==> config.mk <==
export PLATFORM = sky130hd
export DESIGN_NAME = inst_queue
export DESIGN_NICKNAME = d
export VERILOG_FILES = /design/src/rtl/inst_queue.sv
export SDC_FILE = /design/constraint.sdc
export NUM_CORES = 1
export LEC_CHECK = 0
export ABC_AREA = 1
export CAP_MARGIN = 5
export CORE_ASPECT_RATIO = 1.2
export CORE_UTILIZATION = 53
export CTS_BUF_LIST = sky130_fd_sc_hd__clkbuf_2 sky130_fd_sc_hd__clkbuf_4 sky130_fd_sc_hd__clkbuf_8
export DETAILED_ROUTE_END_ITERATION = 10
export PLACE_DENSITY = 0.79
export SLEW_MARGIN = 20
export SYNTH_ARGS = -nofsm -noshare
export SYNTH_HDL_FRONTEND = slang
export SYNTH_SLANG_ARGS = --single-unit
export TNS_END_PERCENT = 50
==> constraint.sdc <==
create_clock -name clk -period 3.45 [get_ports clk]
set_input_delay 0.69 -clock clk [delete_from_list [all_inputs] [get_ports clk]]
set_output_delay 0.69 -clock clk [all_outputs]
set_load 0.02 [all_outputs]
==> src/rtl/inst_queue.sv <==
// inst_queue: fetch-to-decode instruction queue for the 5-stage MIPS core.
// A fetch accepted in cycle N is held in a one-entry pending stage. It is
// paired with the SRAM read data in N+1 and written into a DEPTH-entry FIFO.
// Decode drains the FIFO through a valid/ready handshake.
module inst_queue #(
  parameter int DEPTH = 4
) (
  input  logic                    clk,
  input  logic                    rst,
  input  logic                    flush,
  input  logic                    f_valid,
  input  logic [31:0]             f_pc,
  input  logic                    f_adel,
  input  logic                    f_ds,
  input  logic [31:0]             inst_rdata,
  input  logic                    d_ready,
  output logic                    d_valid,
  output logic [31:0]             d_pc,
  output logic [31:0]             d_inst,
  output logic                    d_adel,
  output logic                    d_ds,
  output logic                    stallreq_iq,
  output logic [$clog2(DEPTH):0]  count
);

  localparam int AW = $clog2(DEPTH);
  localparam int PW = AW + 1;
  localparam logic [PW:0] DEPTH_V = (PW + 1)'(DEPTH);

  typedef struct packed {
    logic [31:0] pc;
    logic [31:0] inst;
    logic        adel;
    logic        ds;
  } entry_t;

  entry_t        mem [DEPTH];
  entry_t        head_entry;
  logic [PW-1:0] head;
  logic [PW-1:0] tail;

  logic          pend_valid;
  logic [31:0]   pend_pc;
  logic          pend_adel;
  logic          pend_ds;

  logic          fetch_acc;
  logic          pop;
  logic [PW:0]   occupancy;
  logic [31:0]   wr_inst;

  // The extra pointer bit distinguishes full from empty, so the pointer
  // difference is the occupancy directly.
  assign count       = tail - head;
  assign d_valid     = (count != '0);
  // Stall looks only at registered state. It counts the in-flight fetch as
  // occupied and ignores a same-cycle pop, so an accepted fetch always has room.
  assign occupancy   = {1'b0, count} + {{PW{1'b0}}, pend_valid};
  assign stallreq_iq = (occupancy >= DEPTH_V);
  assign fetch_acc   = f_valid & ~stallreq_iq & ~flush;
  assign pop         = d_valid & d_ready;
  // A misaligned fetch never performs a real read, so its SRAM data is replaced by zero.
  assign wr_inst     = pend_adel ? 32'h0 : inst_rdata;

  assign head_entry  = mem[head[AW-1:0]];
  assign d_pc        = head_entry.pc;
  assign d_inst      = head_entry.inst;
  assign d_adel      = head_entry.adel;
  assign d_ds        = head_entry.ds;

  // Pending stage: capture the accepted fetch while its SRAM read is in flight.
  always_ff @(posedge clk) begin
    // NOTE: every sequential update uses <= so that all registers sample pre-edge values together.
    if (rst) begin
      pend_valid <= 1'b0;
      pend_pc    <= '0;
      pend_adel  <= 1'b0;
      pend_ds    <= 1'b0;
    end else begin
      pend_valid <= fetch_acc;
      if (fetch_acc) begin
        pend_pc   <= f_pc;
        pend_adel <= f_adel;
        pend_ds   <= f_ds;
      end
    end
  end

  // Head/tail pointers. Flush empties the queue and discards this cycle's write.
  always_ff @(posedge clk) begin
    if (rst || flush) begin
      head <= '0;
      tail <= '0;
    end else begin
      if (pend_valid) tail <= tail + 1'b1;
      if (pop)        head <= head + 1'b1;
    end
  end

  // Storage array: write the completed fetch at the tail.
  always_ff @(posedge clk) begin
    if (rst) begin
      // NOTE: the array is deliberately cleared on reset so that the d_* outputs read as zero afterwards.
      for (int i = 0; i < DEPTH; i++) mem[i] <= '0;
    end else if (!flush && pend_valid) begin
      mem[tail[AW-1:0]] <= '{pc: pend_pc, inst: wr_inst, adel: pend_adel, ds: pend_ds};
    end
  end

endmodule
=== After elaboration in Yosys (flattened, before gate mapping) ===
Memory sizes are Yosys's and may differ from the RTL's. A register that Yosys moved wholly into a read port is not among the register bits.
Index checks and enable logic that the tools add are counted.

* Register bits: 41
* Memory bits (writable): 264
* Input port bits: 71
* Memories kept: 1

* Add/sub/neg operators: 4
* Order comparisons: 1
* Multiplexer cells: 11
* Bitwise logic cells: 5
* Reduce and logical (&&, ||, !) cells: 5

{| class="wikitable"
|+ Memories
! memory !! depth !! width !! rd ports !! clocked after memory_dff !! wr ports !! RTL line !! source
|-
| mem || 4 || 66 || 1 || 1 || 4 || 37 || <nowiki>entry_t mem [DEPTH];</nowiki>
|}

{| class="wikitable"
|+ Operators by type and width
! operator !! number
|-
| $mux 66 || 1
|-
| $reduce_or 66->1 || 1
|-
| $mux 32 || 1
|-
| $add 3x1->3 const B || 2
|-
| $mux 1 || 6
|-
| $mux 2 || 3
|-
| $add 3x1->4 || 1
|-
| $ge 4x3->1 const B || 1
|-
| $and 1x1->1 || 3
|-
| $reduce_bool 3->1 || 1
|-
| $sub 3x3->3 || 1
|-
| $not 1->1 || 2
|-
| $logic_and 1x1->1 || 1
|-
| $logic_not 1->1 || 1
|-
| $logic_or 1x1->1 || 1
|}

=== Longest topological paths before layout ===
* Word-level depth: 7
* Gate-level depth with buffers: 13

=== Least setup slack after synthesis ===
No wires, ideal clock.

* Path kind: in2reg
* From: input flush
* To: memory mem[0][0] in the netlist's numbering (enable)
* Arrival: 2918 ps
* Path slack: 106 ps
* Stages: 9
* Path through: nor2_4 inv_2 nor2_4 inv_2 nor2_2 nand2_1 buf_6 buf_6 nand2_1

{| class="wikitable"
|+ RTL lines
! element !! RTL line !! source
|-
| from (decl) || 10 || <nowiki>input logic flush,</nowiki>
|-
| to (decl) || 37 ||
|}

==> flow_summary.yaml <==
worst_setup_path:
  critical_path.slowest_cell: "clkdlybuf4s50_1"
  endpoint_kind: "output port"
  critPathBufInv: 2
  worst-setup-path-type: "reg2out"
  cp_top_family: "buffers and inverters"
  r2r_start: "tail[0]"
  worstPathRequired_ns: 2.76
  path_max_fanout: 132
  cp_cell_sequence: "buf_12, o21ai_0, o22ai_1, clkdlybuf4s50_1"
  critical_path.max_stage_delay_ns: 0.68
  timing.reg2reg.setup_slack_ns: 1.27
  start_kind: "flop"
  worst_ep_arrival_time_ns: 2.64
synth:
  yosysTopAreaCellShare: 0.6154
  synth_area_leaders: "edfxtp_1, nor2_1, dfxtp_1, o21ai_0, nand2_1"
  netlist_instances: 1255
  async_flop_share: 0
  synth.distinct_cells: 23
  synth_ff_type: "edfxtp_1"
  muxShareOfSynthArea: 0
  yosys_register_bits: 307
  synth_compound_area_frac: 0.08655
  synth_fp_nets: 1330
  synth-simple-area-share: 0.1707
  yosysTopAreaCell: "edfxtp_1"
  syn_area_um2: 12880
  yosys_warnings: 0
  synth_edf_count: 264
  synth_fa_ha_area_frac: 0.004468
  synth-xor-area-share: 0.0006799
  synth_top_family_by_area: "simple AND/OR/NAND/NOR gates"
  yosysSeqAreaShare: 0.6823
  synth.avg_cell_area_um2: 10.26
power:
  seqPwrFrac: 0.507
  power_uw: 8306
  combPwrFrac: 0.107
  p_per_area_nw_per_um2: 529.3
  switchingPower_uw: 1892
  p_int_uw: 6414
  ir_drop_mv: 0.3703
  swShare: 0.2278
  clockPowerShare: 0.386
  leakage_uw: 0.006159
sta:
  finalSetupTns_ns: 0
  finalHoldWorstSlack_ns: 0.5123
  fin_crit_ns: 3.328
  maxSlewViolCount: 0
  slew_headroom: 0.3887
  skew_ns: 0.01124
  finalWorstSetupSlack_ns: 0.1220
  hold_violations: 0
  max_freq_ghz: 0.3005
  worstMarginPinSlew_ns: 0.9169
  setup_viol: 0
  grt_setup_unrepaired: "no"
  period_share: 0.9646
placement:
  numPortBuffers: 141
  place_ws_ns: 0.6061
  gp_congestion: 0.7942
  dp_hpwl_um: 16210
cells_and_area:
  antenna_cells: 0
  fin_nets: 1462
  final_cell_mix: "nor2_1, edfxtp_1, clkdlybuf4s50_1"
  area_growth_pct: 21.82
  drive_above_1_share: 0.08708
  layout_commonest_cell: "nor2_1"
detailed_routing:
  drt-total-wl_um: 29110
  wire_per_inst_um: 16.69
  vias_per_cell: 5.373
  vias: 9370
  top_layer_used: "met4"
  drt_iter0_markers: 837
  wl_met3_um: 2173
  wl_met2_um: 14520
  dr.pass1.iters: 5
  wl_met1_um: 11550
  antenna_left: 0
  drc: 0
clock_tree:
  ctsHtreeMaxLevel: 2
  cts.clk_slew.worst_paths_ns: 0.06
  ctsHoldBuffers: 0
  clk_latency_ns: 0.55
  clock-sinks: 307
  cts_tree: "built"
  clk_path_buf_depth: 3
  cts_made_buffers: 45
  postCtsSetupRepairBufs: 0
  clockRootBuffer: "clkbuf_8"
hold_path:
  hold_path_class: "reg2reg"
  min-delay-start: "pend_valid"
floorplanning:
  core_um2: 23890
  start_util: 0.5391
  row_count: 62
  fp.dieW_um: 144.3
  die_y_um: 172.8
  io_pins: 142
  die-area_um2: 24930
grt:
  grt_pass1_vias: 9296
  grt_overflow: 0
  grt_use_total: 0.2408
  grt_pass1_wl_um: 46180
  grt_max_degree: 133
  antenna_found_initial: 0
run_status:
  status: "completed"
run:
  max_cap_viol_count: 0
worst paths after layout:
| check | end | depth (start not counted) |
|---|---|---|
| hold / removal | tail[2] | 2 |
| setup / recovery | d_pc[5] | 4 |
| setup reg to reg | pend_pc[1] | 12 |
| hold reg to reg | tail[2] | 2 |
power groups by stage:
stage               Sequential, µW  Combinational, µW  Clock [µW]
floorplan                     4280                476           0
global placement              4280                880           0
detailed placement            4290                891           0
CTS                           4210                897        3250
global route                  4220                963        3410
finish                        4210                889        3210
repair_timing:
item                                    4_1_cts  5_1_grt
gates resized for setup                       0        5
hold endpoints to repair                      0        0
endpoints found under the setup margin        0        7
worst reg2reg max path, cell delays in order, from the launching register on:
cell and delay, ns:
dfxtp_2 0.39, inv_1 0.09, ha_1 0.19, fa_1 0.41
inv_1 0.09, nand2_1 0.06, nand2_1 0.07, nand2_1 0.05
nand2_1 0.10, nand3_2 0.10, buf_12 0.20, nor2_1 0.25
nor2_1 0.08
kinds of logic after synthesis:
logic type | Yosys count
fa+ha+maj | 4
simple gates | 574
xor+xnor | 1
buf+inv | 163
flops | 307
compound gates | 206
synth_stat cells (3+ instances only):
cell and instances:
o21ai_0 135, inv_2 4, buf_2 27, buf_6 8, inv_1 80, ha_1 3
dfxtp_1 43, nor2_4 3, o22ai_1 66, edfxtp_1 264, nand3_1 7, a21oi_1 4
nand2_1 121, nor2_1 440, clkbuf_1 40
state kept, by name, indices dropped and copies added (netlist names), named ones only:
name and flops:
mem 264, pend_pc 32, head 3, tail 3, pend_adel 1, pend_ds 1, pend_valid 1
through the flow:
stage	util	cell area (µm²)	std cells
finish	0.6567	15690	1744
global route	0.6567	15690	1744
CTS	0.6563	15680	1744
detailed placement	0.6132	14650	1660
global placement	0.6132	14650	1660
floorplan	-	12880	1255
layout make-up:
class | instances | area (µm²)
timing repair buffer | 164 | 1717
clock buffer | 76 | 914.6
fill | 1874 | 8202
inverter | 84 | 321.6
tap | 320 | 400.4
clock inverter | 8 | 113.9
multi-input combinational | 785 | 3430
sequential | 307 | 8795
routing by layer:
metal / GRT usage / up-vias
met1: 0.3027 / 4466
met2: 0.4054 / 361
met5: 0 / -
met4: 0.1044 / 0
met3: 0.04292 / 76
li1: - / 4467
(Power assumes the default switching activity.)
